**src/rtl/area_ring_scanner.sv**
```systemverilog
// Row-major scanner for the ROWS x COLS LED matrix. Each pixel is tagged with its
// ring level around an edge anchor and delivered on a registered valid/ready stream.
module area_ring_scanner #(
    parameter int ROWS  = 64,
    parameter int COLS  = 64,
    parameter int RW    = 7,
    parameter int CW    = 7,
    parameter int RINGS = 3,
    parameter int LW    = 2,
    parameter int PW    = (RW > CW) ? RW : CW
) (
    input  logic          clk,
    input  logic          rst_n,
    input  logic          cfg_valid,
    input  logic [1:0]    cfg_side,
    input  logic [PW-1:0] cfg_pos,
    input  logic          start,
    input  logic          abort,
    output logic          busy,
    output logic          pix_valid,
    input  logic          pix_ready,
    output logic [RW-1:0] pix_row,
    output logic [CW-1:0] pix_col,
    output logic [LW-1:0] pix_level,
    output logic          pix_last,
    output logic          done
);

    localparam int DW = PW + 1;

    typedef enum logic [1:0] {ST_IDLE, ST_SCAN, ST_DRAIN} state_e;
    typedef enum logic [1:0] {
        SIDE_LEFT   = 2'd0,
        SIDE_RIGHT  = 2'd1,
        SIDE_TOP    = 2'd2,
        SIDE_BOTTOM = 2'd3
    } side_e;

    state_e        r_state;
    state_e        w_next_state;
    side_e         r_side;
    logic [PW-1:0] r_pos;
    logic [RW-1:0] r_cnt_row;
    logic [CW-1:0] r_cnt_col;
    logic          r_pix_valid;
    logic [RW-1:0] r_pix_row;
    logic [CW-1:0] r_pix_col;
    logic [LW-1:0] r_pix_level;
    logic          r_pix_last;
    logic          r_done;

    logic          w_out_free;
    logic          w_at_last;
    logic          w_issue;
    logic          w_finish;
    logic          w_abort;
    logic [DW-1:0] w_row_x;
    logic [DW-1:0] w_col_x;
    logic [DW-1:0] w_pos_x;
    logic [DW-1:0] w_depth;
    logic [DW-1:0] w_off;
    logic [DW-1:0] w_dist;
    logic [LW-1:0] w_level;

    function automatic logic [DW-1:0] abs_diff(input logic [DW-1:0] a, input logic [DW-1:0] b);
        return (a >= b) ? (a - b) : (b - a);
    endfunction

    // One extra bit keeps |coord - pos| exact even for an out-of-range anchor.
    assign w_row_x = DW'(r_cnt_row);
    assign w_col_x = DW'(r_cnt_col);
    assign w_pos_x = DW'(r_pos);

    always_comb begin
        w_depth = '0;
        w_off   = '0;
        case (r_side)
            SIDE_LEFT: begin
                w_depth = w_col_x;
                w_off   = abs_diff(w_row_x, w_pos_x);
            end
            SIDE_RIGHT: begin
                w_depth = DW'(COLS - 1) - w_col_x;
                w_off   = abs_diff(w_row_x, w_pos_x);
            end
            SIDE_TOP: begin
                w_depth = w_row_x;
                w_off   = abs_diff(w_col_x, w_pos_x);
            end
            default: begin
                w_depth = DW'(ROWS - 1) - w_row_x;
                w_off   = abs_diff(w_col_x, w_pos_x);
            end
        endcase
        w_dist  = (w_depth > w_off) ? w_depth : w_off;
        w_level = (w_dist < DW'(RINGS)) ? LW'(w_dist + DW'(1)) : '0;
    end

    assign w_out_free = !r_pix_valid || pix_ready;
    assign w_at_last  = (r_cnt_row == RW'(ROWS - 1)) && (r_cnt_col == CW'(COLS - 1));
    assign w_abort    = abort && (r_state != ST_IDLE);

    // NOTE: sequential state uses non-blocking assignments so every register
    // samples the pre-edge values regardless of process ordering.
    always_ff @(posedge clk or negedge rst_n) begin
        if (!rst_n) begin
            r_state <= ST_IDLE;
        end else begin
            r_state <= w_next_state;
        end
    end

    // NOTE: every signal driven here gets a default first; a path that leaves
    // one unassigned would infer a latch.
    always_comb begin
        w_next_state = r_state;
        w_issue      = 1'b0;
        w_finish     = 1'b0;
        case (r_state)
            ST_IDLE: begin
                if (start) begin
                    w_next_state = ST_SCAN;
                end
            end
            ST_SCAN: begin
                if (abort) begin
                    w_next_state = ST_IDLE;
                end else if (w_out_free) begin
                    w_issue = 1'b1;
                    if (w_at_last) begin
                        w_next_state = ST_DRAIN;
                    end
                end
            end
            ST_DRAIN: begin
                if (abort) begin
                    w_next_state = ST_IDLE;
                end else if (r_pix_valid && pix_ready) begin
                    w_finish     = 1'b1;
                    w_next_state = ST_IDLE;
                end
            end
            default: begin
                w_next_state = ST_IDLE;
            end
        endcase
    end

    // Config is only writable in IDLE so a scan always sees one consistent anchor.
    always_ff @(posedge clk or negedge rst_n) begin
        if (!rst_n) begin
            r_side <= SIDE_LEFT;
            r_pos  <= PW'(1);
        end else if (r_state == ST_IDLE && cfg_valid) begin
            r_side <= side_e'(cfg_side);
            r_pos  <= cfg_pos;
        end
    end

    always_ff @(posedge clk or negedge rst_n) begin
        if (!rst_n) begin
            r_cnt_row <= '0;
            r_cnt_col <= '0;
        end else if (r_state == ST_IDLE && start) begin
            r_cnt_row <= '0;
            r_cnt_col <= '0;
        end else if (w_issue) begin
            if (r_cnt_col == CW'(COLS - 1)) begin
                r_cnt_col <= '0;
                r_cnt_row <= w_at_last ? '0 : r_cnt_row + 1'b1;
            end else begin
                r_cnt_col <= r_cnt_col + 1'b1;
            end
        end
    end

    always_ff @(posedge clk or negedge rst_n) begin
        if (!rst_n) begin
            r_pix_valid <= 1'b0;
            r_pix_row   <= '0;
            r_pix_col   <= '0;
            r_pix_level <= '0;
            r_pix_last  <= 1'b0;
            r_done      <= 1'b0;
        end else begin
            r_done <= w_finish;
            if (w_abort) begin
                r_pix_valid <= 1'b0;
                r_pix_last  <= 1'b0;
            end else if (w_issue) begin
                r_pix_valid <= 1'b1;
                r_pix_row   <= r_cnt_row;
                r_pix_col   <= r_cnt_col;
                r_pix_level <= w_level;
                r_pix_last  <= w_at_last;
            end else if (pix_ready) begin
                r_pix_valid <= 1'b0;
                r_pix_last  <= 1'b0;
            end
        end
    end

    assign busy      = (r_state != ST_IDLE);
    assign pix_valid = r_pix_valid;
    assign pix_row   = r_pix_row;
    assign pix_col   = r_pix_col;
    assign pix_level = r_pix_level;
    assign pix_last  = r_pix_last;
    assign done      = r_done;

endmodule

```
**config.mk**
```make
export PLATFORM = sky130hd
export DESIGN_NAME = area_ring_scanner
export DESIGN_NICKNAME = d
export VERILOG_FILES = /design/src/rtl/area_ring_scanner.sv
export SDC_FILE = /design/constraint.sdc
export NUM_CORES = 1
export LEC_CHECK = 0
export CAP_MARGIN = 20
export CORE_MARGIN = 2
export CORE_UTILIZATION = 50
export DETAILED_ROUTE_END_ITERATION = 16
export HOLD_SLACK_MARGIN = 0.02
export PLACE_DENSITY = 0.7
export SKIP_LAST_GASP = 1
export SYNTH_ARGS = -nofsm -noshare
export SYNTH_HDL_FRONTEND = slang
export SYNTH_SLANG_ARGS = --single-unit
```
**constraint.sdc**
```tcl
create_clock -name clk -period 6.08 [get_ports clk]
set_input_delay 1.52 -clock clk [delete_from_list [all_inputs] [get_ports clk]]
set_output_delay 1.52 -clock clk [all_outputs]
set_load 0.005 [all_outputs]
```
==> impl_metrics.ini, run 1 <==
[grt]
overflow = 0
grt_max_degree = 45
grt_antenna_before_repair = 0
grt_pass1_wl_mm = 14.1
first_global_vias = 2869
track_usage_pct = 23.7

[timing]
relSlewSlack_pct = 32.5
setup_viol = 0
finalHoldViolations = 0
finalCriticalPeriod_ns = 4.93
finalClockSkew_ns = 0.00492
slew_violations = 0
fin_ws_ns = 1.15
fmax_mhz = 203
hold_slack_ns = 0.488
setup_tns_ns = 0
tightestPinTransition_ns = 1.01
post-route-period-util_pct = 81.0
rsz0062_at_grt = no

[synth]
async_flop_share_pct = 100
yosysWarnings = 0
yosysSeqAreaShare_pct = 31.2
syn_inst = 410
synth_nets = 468
syn_area_um2 = 3540
ys_ff_latch = 44
synth_edf_count = 0
avgSynthCellArea_um2 = 8.62
ys.flop_type = dfrtp_1
synth_cell_type_count = 62

[clock_network]
cts_htree_levels = 2
insertion_delay_ns = 0.30
cts_resized = 0
cts_inserted_buffers = 5
ctsHoldBuffers = 0
postCtsSetupBuffers = 0
cts.sinks = 44
clock_path_buffers = 2
cts_tree = yes
clk_pin_slew_ns = 0.09
cts_root_buf = clkbuf_8

[critical_path]
start_kind = flip-flop
startpoint = r_cnt_row[0]
worstReg2RegStart = r_cnt_row[0]
critPathKind = reg -> reg
ff2ff_setup_slack_ns = 1.15
r2r_end = pix_level[0]
ff2ff_path_depth = 18
cp_max_fo = 7
cp_data_required_time_ns = 6.28
crit_end = pix_level[0]
arrival_ns = 5.13
cp-end-kind = flip-flop

[floorplanning]
die_h_um = 88.1
ioPinCount = 35
core_area_um2 = 6830
die_area_um2 = 7760
die_w_um = 88.1
num_rows = 30
initial_utilization_pct = 51.8

[route]
vias_per_cell = 5.61
antenna_left = 0
drt-total-wl_mm = 8.79
drcViolationCount = 0
wire_per_inst_um = 16.5
drt_iter0_markers = 137
vias = 2997
dr.pass1.iters = 4

[placed_design]
hpwl_mm = 6.96
gp_congestion = 0.943
place.port_buffers = 34
post-place-ws_ns = 1.22

[finish]
final_layout_size_suffix_gt1_share_pct = 7.08
fillers = 638
num-nets-final = 495
diodes = 0
syn_to_final_growth_pct = 14.4
post-route-util_pct = 59.2

[worst_hold_path]
hp-class = reg -> reg
min_path_cells = 2

[run]
max-cap-violations = 0

[outcome]
status = completed

[power_and_ir_drop]
p_per_area_nw_per_um2 = 346
ir_drop_mv = 0.181
p_leak_uw = 0.00185
-- kinds of logic (layout without fill, tap and decap cells) --
family          Yosys count  after routing  share of synthesized area, %
compound gates          108            108                          19.4
xor+xnor                 17             17                          4.21
fa+ha+maj                43             43                          16.1
buf+inv                  51             79                          5.48
flops                    44             44                          31.2
mux                      19             19                          5.59
simple gates            128            128                          18.1
-- stage by stage --
stage	cells	cell area [um^2]	total power [uW]
floorplan	410	3540	986
global placement	525	3940	1200
detailed placement	525	3940	1210
CTS	533	4020	1400
global route	534	4040	1530
finish	534	4040	1400
-- area by class of cell --
class,instances,area [um^2],share of cell area [%]
Timing Repair Buffer,36,363,8.97
Multi-Input combinational cell,315,2240,55.4
Inverter,35,131,3.25
Clock inverter,3,18.8,0.464
Clock buffer,5,68.8,1.70
Sequential cell,44,1100,27.3
Tap cell,96,120,2.97
-- report_power, final --
group	internal [uW]	total, uW	switching [uW]
Sequential	338	409	71.1
Clock	80.3	186	106
Combinational	363	802	440
Total	781	1400	617
-- cell usage in the layout (no fill, tap or decap), drive strengths merged, types with 3 or more instances in the layout --
master,synthesis,routed
or2,3,3
nand4,5,5
inv,35,35
or3,4,4
dfrtp,43,43
nand3b,4,4
clkbuf,11,5
mux2,6,6
a21o,11,11
nor2b,3,3
or4,3,3
clkdlybuf4s50,0,33
nor2,24,24
nor4,5,5
ha,39,39
nor3,3,3
mux2i,13,13
xnor2,13,13
a31oi,4,4
fa,4,4
buf,5,3
o22ai,4,4
o21ai,37,37
clkinv,0,3
nand2,47,47
a21oi,29,29
xor2,4,4
and2,4,4
nand3,14,14
-- critical path, stage by stage (launching register included) --
cell and delay, ns:
dfrtp_1 0.47, inv_1 0.12, ha_1 0.17, inv_1 0.05, fa_1 0.40, a21oi_2 0.22
a211oi_2 0.12, nor2_2 0.36, mux2i_1 0.28, xor2_1 0.18, nor2_1 0.08, or4_1 0.45
ha_1 0.32, nand4_1 0.12, o21bai_1 0.17, a22oi_1 0.36, mux2_2 0.41, ha_1 0.23
o41ai_2 0.32
-- worst min path at each step --
stage                  from           end  slack, ns
2_1_floorplan    pix_col[0]    pix_col[0]       0.47
3_3_place_gp   pix_level[0]  pix_level[0]       0.46
3_5_place_dp   pix_level[0]  pix_level[0]       0.47
4_1_cts        pix_level[0]  pix_level[0]       0.49
5_1_grt          pix_col[0]    pix_col[0]       0.51
6_report         pix_col[4]    pix_col[4]       0.49
-- Yosys cell counts, drive strengths merged (5+ instances only) --
cell	instances	share of area (%)
nand2	47	5.0
dfrtp	43	30
ha	39	14
o21ai	37	5.2
inv	35	3.7
a21oi	29	4.3
nor2	24	2.7
nand3	14	2.0
mux2i	13	3.7
xnor2	13	3.2
a21o	11	2.3
clkbuf	11	1.2
mux2	6	1.9
buf	5	0.60
nand4	5	1.1
nor4	5	1.1
-- layer usage --
layer	part of all wire (%)	global-route usage [%]	wire (um)
met1	49	33.2	4280
met4	2.0	7.02	177
met3	3.1	3.30	275
met2	46	38.4	4050
met5	0	0	0
-- state kept, by name, summed over array words and instances, names as in the netlist --
register	count
r_side	2
pix_row	7
r_pos	7
pix_last	1
r_cnt_col	7
pix_level	2
pix_valid	1
r_cnt_row	7
pix_col	7
r_state	2
done	1
Note: power is estimated with default switching activity, not from simulation.
==> run 2, diff against run 1 <==
==> constraint.sdc (replaced) <==
create_clock -name clk -period 4.7 [get_ports clk]
set_input_delay 1.175 -clock clk [delete_from_list [all_inputs] [get_ports clk]]
set_output_delay 1.175 -clock clk [all_outputs]
set_load 0.005 [all_outputs]
==> impl_metrics.ini, run 2 (same netlist as run 1, synthesis figures left out) <==
[grt]
grt_antenna_before_repair = 0
track_usage_pct = 24.9
overflow = 0
first_global_vias = 3054
grt_pass1_wl_mm = 14.9
grt_max_degree = 45

[route]
vias_per_cell = 5.66
vias = 3105
dr.pass1.iters = 4
drt_iter0_markers = 197
wire_per_inst_um = 16.8
wl_met3_um = 410
drt-total-wl_mm = 9.20
wl_met1_mm = 4.20
top_layer = met4
drcViolationCount = 0
antenna_left = 0
dr_wl_met2_mm = 4.51

[finish]
diodes = 0
layout_common_cells = nand2_1 (47), dfrtp_1 (43), ha_1 (38)
num-nets-final = 510
syn_to_final_growth_pct = 19.5
stdcell_count = 549
fillers = 607
final_common_cell = nand2_1
stdcell_area_um2 = 4230
final_layout_size_suffix_gt1_share_pct = 11.5

[critical_path]
arrival_ns = 4.76
crit_chain = ha_1 -> inv_1 -> fa_1 -> a21o_1 -> a21oi_4 -> a221oi_2 -> or2_4 -> nand4b_1 -> o31ai_2 -> or4_1 -> ha_1 -> a21o_1 -> a21o_1 -> a21oi_2 -> a22oi_2 -> mux2_4 -> ha_1 -> o41ai_2
start_kind = flip-flop
cp_data_required_time_ns = 4.91
path_buf_inv = 1
cp_max_fo = 6
cpMaxStageDelayCell = dfstp_2
critPathKind = reg -> reg
cp-end-kind = flip-flop
cpPeakStageDelay_ns = 0.56
crit_family = compound AO/OA/AOI/OAI gates

[clock_network]
cts_root_buf = clkbuf_8
cts.sinks = 44
insertion_delay_ns = 0.30
cts_tree = yes
clk_pin_slew_ns = 0.09
cts_inserted_buffers = 5
clock_path_buffers = 2
cts_htree_levels = 2

[floorplanning]
initial_utilization_pct = 51.8
die_w_um = 88.1
ioPinCount = 35
num_rows = 30
die_area_um2 = 7760
core_area_um2 = 6830
die_h_um = 88.1

[run]
max-cap-violations = 0

[power_and_ir_drop]
power.total_uw = 1980
p_per_area_nw_per_um2 = 468
p_leak_uw = 0.00194
ir_drop_mv = 0.222

[placed_design]
place_area_um2 = 4010
gp_congestion = 0.962
place.port_buffers = 34
dp_cells = 535
hpwl_mm = 7.26

[timing]
rsz0062_at_grt = yes
finalHoldViolations = 0
setup_tns_ns = 0
finalCriticalPeriod_ns = 4.55
slew_violations = 0
fmax_mhz = 220
tightestPinTransition_ns = 0.998
relSlewSlack_pct = 33.5
setup_viol = 0
finalClockSkew_ns = 0.00670
hold_slack_ns = 0.484
post-route-period-util_pct = 96.8

[outcome]
status = completed

[worst_hold_path]
hp-class = reg -> reg
run 2: cell count changes in the layout (fill, tap and decap cells not counted), sizes merged:
cell,previous run,this run
clkinv,3,1
bufinv,0,1
clkbuf,5,6
buf,3,18
run 2: worst reg2reg max path, cell delays in order, from the launching register on:
cell,delay (ns)
dfstp_2,0.56
ha_1,0.17
inv_1,0.06
fa_1,0.38
a21o_1,0.20
a21oi_4,0.18
a221oi_2,0.11
or2_4,0.27
nand4b_1,0.11
o31ai_2,0.10
or4_1,0.53
ha_1,0.30
a21o_1,0.16
a21o_1,0.19
a21oi_2,0.16
a22oi_2,0.12
mux2_4,0.32
ha_1,0.23
o41ai_2,0.33
run 2: area by class of cell:
class,count,area [um^2],area share (%)
clock inverter,2,38.8,0.918
timing repair buffer,51,475,11.3
multi-input combinational,315,2270,53.8
sequential,44,1100,26.1
tap,96,120,2.84
inverter,35,131,3.11
clock buffer,6,82.6,1.95
run 2: metal layers:
layer  vias to the layer above  global-route usage (%)
li1                       1533                       -
met5                         -                       0
met2                        76                    41.6
met4                         0                    4.68
met3                         8                    2.92
met1                      1488                    35.3
run 2: power by group:
part,internal (uW),switching [uW]
logic,526,620
clock network,174,144
registers,438,76.4
total,1140,840
run 2: path summary, 6_finish.rpt:
path	start	end	slack (ns)	cells after the start
max in group asynchronous	rst_n	r_pos[0]	3.49	2
worst max-delay path	r_pos[0]	pix_level[0]	0.15	18
min in group asynchronous	rst_n	pix_col[2]	0.70	1
worst min register to register	pix_col[3]	pix_col[3]	0.48	2
worst min-delay path	pix_col[3]	pix_col[3]	0.48	2
worst max register to register	r_pos[0]	pix_level[0]	0.15	18
run 2: stage by stage:
| step | worst slack (ns) | util, % |
|---|---|---|
| after floorplan | 0.275 | - |
| after global placement | 0.173 | 58.7 |
| after detailed placement | 0.0383 | 58.7 |
| after CTS | 0.00849 | 60.5 |
| after global routing | -0.0272 | 61.8 |
| final | 0.151 | 61.8 |
run 2: repair_timing:
action / in CTS / in global routing
setup endpoints to repair: 0 / 2
setup buffers: 0 / 5
hold buffers: 0 / 0
resized for setup: 0 / 10
==> run 3, diff against run 2 <==
--- a/config.mk
+++ b/config.mk
@@ -9,6 +9,7 @@
 export CORE_MARGIN = 2
 export CORE_UTILIZATION = 50
 export DETAILED_ROUTE_END_ITERATION = 16
+export GPL_TIMING_DRIVEN = 0
 export HOLD_SLACK_MARGIN = 0.02
 export PLACE_DENSITY = 0.7
 export SKIP_LAST_GASP = 1
==> constraint.sdc (replaced) <==
create_clock -name clk -period 4.7 [get_ports clk]
set_input_delay 0.94 -clock clk [delete_from_list [all_inputs] [get_ports clk]]
set_output_delay 0.94 -clock clk [all_outputs]
set_load 0.005 [all_outputs]
==> impl_metrics.ini, run 3 (same netlist as run 1, synthesis figures left out) <==
[route]
vias_per_cell = 5.70
drcViolationCount = 0
drt_iter0_markers = 158
drt-total-wl_mm = 9.26
antenna_left = 0
vias = 3188
dr.pass1.iters = 5
wire_per_inst_um = 16.6

[critical_path]
path_buf_inv = 1
cp-end-kind = flip-flop
cpMaxStageDelayCell = dfstp_2
crit_family = compound AO/OA/AOI/OAI gates
cpPeakStageDelay_ns = 0.56
cp_max_fo = 6
crit_chain = ha_1 -> inv_1 -> fa_1 -> a21o_1 -> a21oi_4 -> a221oi_2 -> or2_4 -> nand4b_1 -> o31ai_1 -> or4_1 -> ha_1 -> a21o_1 -> a21o_1 -> a21oi_2 -> a22oi_2 -> mux2_4 -> ha_1 -> o41ai_2
ff2ff_path_depth = 18
cp_num_cells = 18
arrival_ns = 4.75
cp_data_required_time_ns = 4.91
start_kind = flip-flop
critPathKind = reg -> reg

[timing]
setup_viol = 0
rsz0062_at_grt = no
fmax_mhz = 221
relSlewSlack_pct = 46.1
setup_tns_ns = 0
finalHoldViolations = 0
tightestPinTransition_ns = 0.788
finalCriticalPeriod_ns = 4.53
finalClockSkew_ns = 0.00652
slew_violations = 0
post-route-period-util_pct = 96.5

[grt]
overflow = 0
grt_pass1_wl_mm = 14.8
grt_max_degree = 40
track_usage_pct = 25.2
grt_antenna_before_repair = 0
first_global_vias = 2986

[power_and_ir_drop]
power.total_uw = 1990
ir_drop_mv = 0.208
seq_power_share_pct = 25.4
pwr-share-comb_pct = 59.0
switching_power_uw = 852
p_per_area_nw_per_um2 = 468
p_clk_share_pct = 15.6
p_int_uw = 1140
p_leak_uw = 0.00192
switching_share_pct = 42.8

[finish]
syn_to_final_growth_pct = 20.3
final_layout_size_suffix_gt1_share_pct = 11.9
num-nets-final = 520
fillers = 629
final_common_cell = nand2_1
diodes = 0
layout_common_cells = nand2_1 (47), dfrtp_1 (40), ha_1 (37)

[floorplanning]
initial_utilization_pct = 51.8
ioPinCount = 35
die_w_um = 88.1
die_area_um2 = 7760
die_h_um = 88.1
core_area_um2 = 6830
num_rows = 30

[clock_network]
clk_pin_slew_ns = 0.09
cts_htree_levels = 2
clock_path_buffers = 2
insertion_delay_ns = 0.31
cts.sinks = 44
cts_root_buf = clkbuf_8
cts_inserted_buffers = 5
cts_tree = yes

[run]
max-cap-violations = 0

[placed_design]
place.port_buffers = 34
hpwl_mm = 7.31
gp_congestion = 0.959

[worst_hold_path]
hp-class = in -> async

[outcome]
status = completed
## run 3: changes by cell type in the layout (fill, tap and decap cells not counted), moves of 2 or more
cell,previous run,this run
clkbuf_1,0,11
o21ai_1,3,1
buf_4,16,10
dfrtp_2,0,3
buf_2,1,3
buf_1,0,3
dfrtp_1,43,40
## run 3: through the flow
step / setup slack [ns] / hold WS (ns) / area, um^2 / std cells / util (%)
global route: 0.00296 / 0.435 / 4250 / 559 / 62.3
global placement: -0.265 / 0.462 / 4000 / 540 / 58.5
CTS: 0.00120 / 0.440 / 4180 / 553 / 61.1
finish: 0.166 / 0.437 / 4250 / 559 / 62.3
floorplan: 0.275 / 0.473 / 3540 / 410 / -
detailed placement: -0.332 / 0.470 / 4010 / 541 / 58.7
## run 3: power by group through the flow
stage | clock [uW] | sequential (uW) | combinational (uW)
2_1_floorplan | 0 | 495 | 781
3_3_place_gp | 0 | 510 | 1040
3_5_place_dp | 0 | 513 | 1070
4_1_cts | 314 | 505 | 1110
5_1_grt | 329 | 516 | 1310
6_report | 310 | 506 | 1170
## run 3: path summary, 6_finish.rpt
check / start / slack, ns / end
setup / recovery: r_pos[0] / 0.17 / pix_level[0]
hold / removal: rst_n / 0.44 / pix_level[1]
setup reg to reg: r_pos[0] / 0.17 / pix_level[0]
hold reg to reg: pix_row[2] / 0.49 / pix_row[2]
max in group asynchronous: rst_n / 3.77 / r_pos[0]
min in group clk: pix_row[2] / 0.49 / pix_row[2]
## run 3: worst reg2reg max path, delay by kind of cell (launching register included)
family                     cells  cell delay, ns
AOI/OAI and AO/OA              9            1.50
adders and majority gates      4            1.09
and+or+nand+nor                3            0.91
DFF                            1            0.56
muxes                          1            0.32
buffers and inverters          1            0.05
## run 3: final cells by class
type / instances / area [um^2] / area share [%]
inverters: 35 / 131 / 3.09
clock inverters: 3 / 46.3 / 1.09
multi-input cells: 315 / 2290 / 53.8
well taps: 96 / 120 / 2.82
repair buffers: 45 / 430 / 10.1
flip-flops and latches: 44 / 1110 / 26.0
clock buffers: 5 / 68.8 / 1.62
plain buffers: 16 / 62.6 / 1.47
## run 3: routing by layer
layer / global-route usage, % / share of wire [%]
met5: 0 / 0
met3: 4.15 / 4.3
met1: 34.1 / 47
met4: 7.02 / 1.5
met2: 41.8 / 48
## run 3: repair_timing
item	CTS	global route
setup buffers	4	6
hold buffers	0	0
pin swaps	2	5
setup endpoints to repair	2	2
gates resized for setup	4	12
endpoints found under the hold margin	0	0
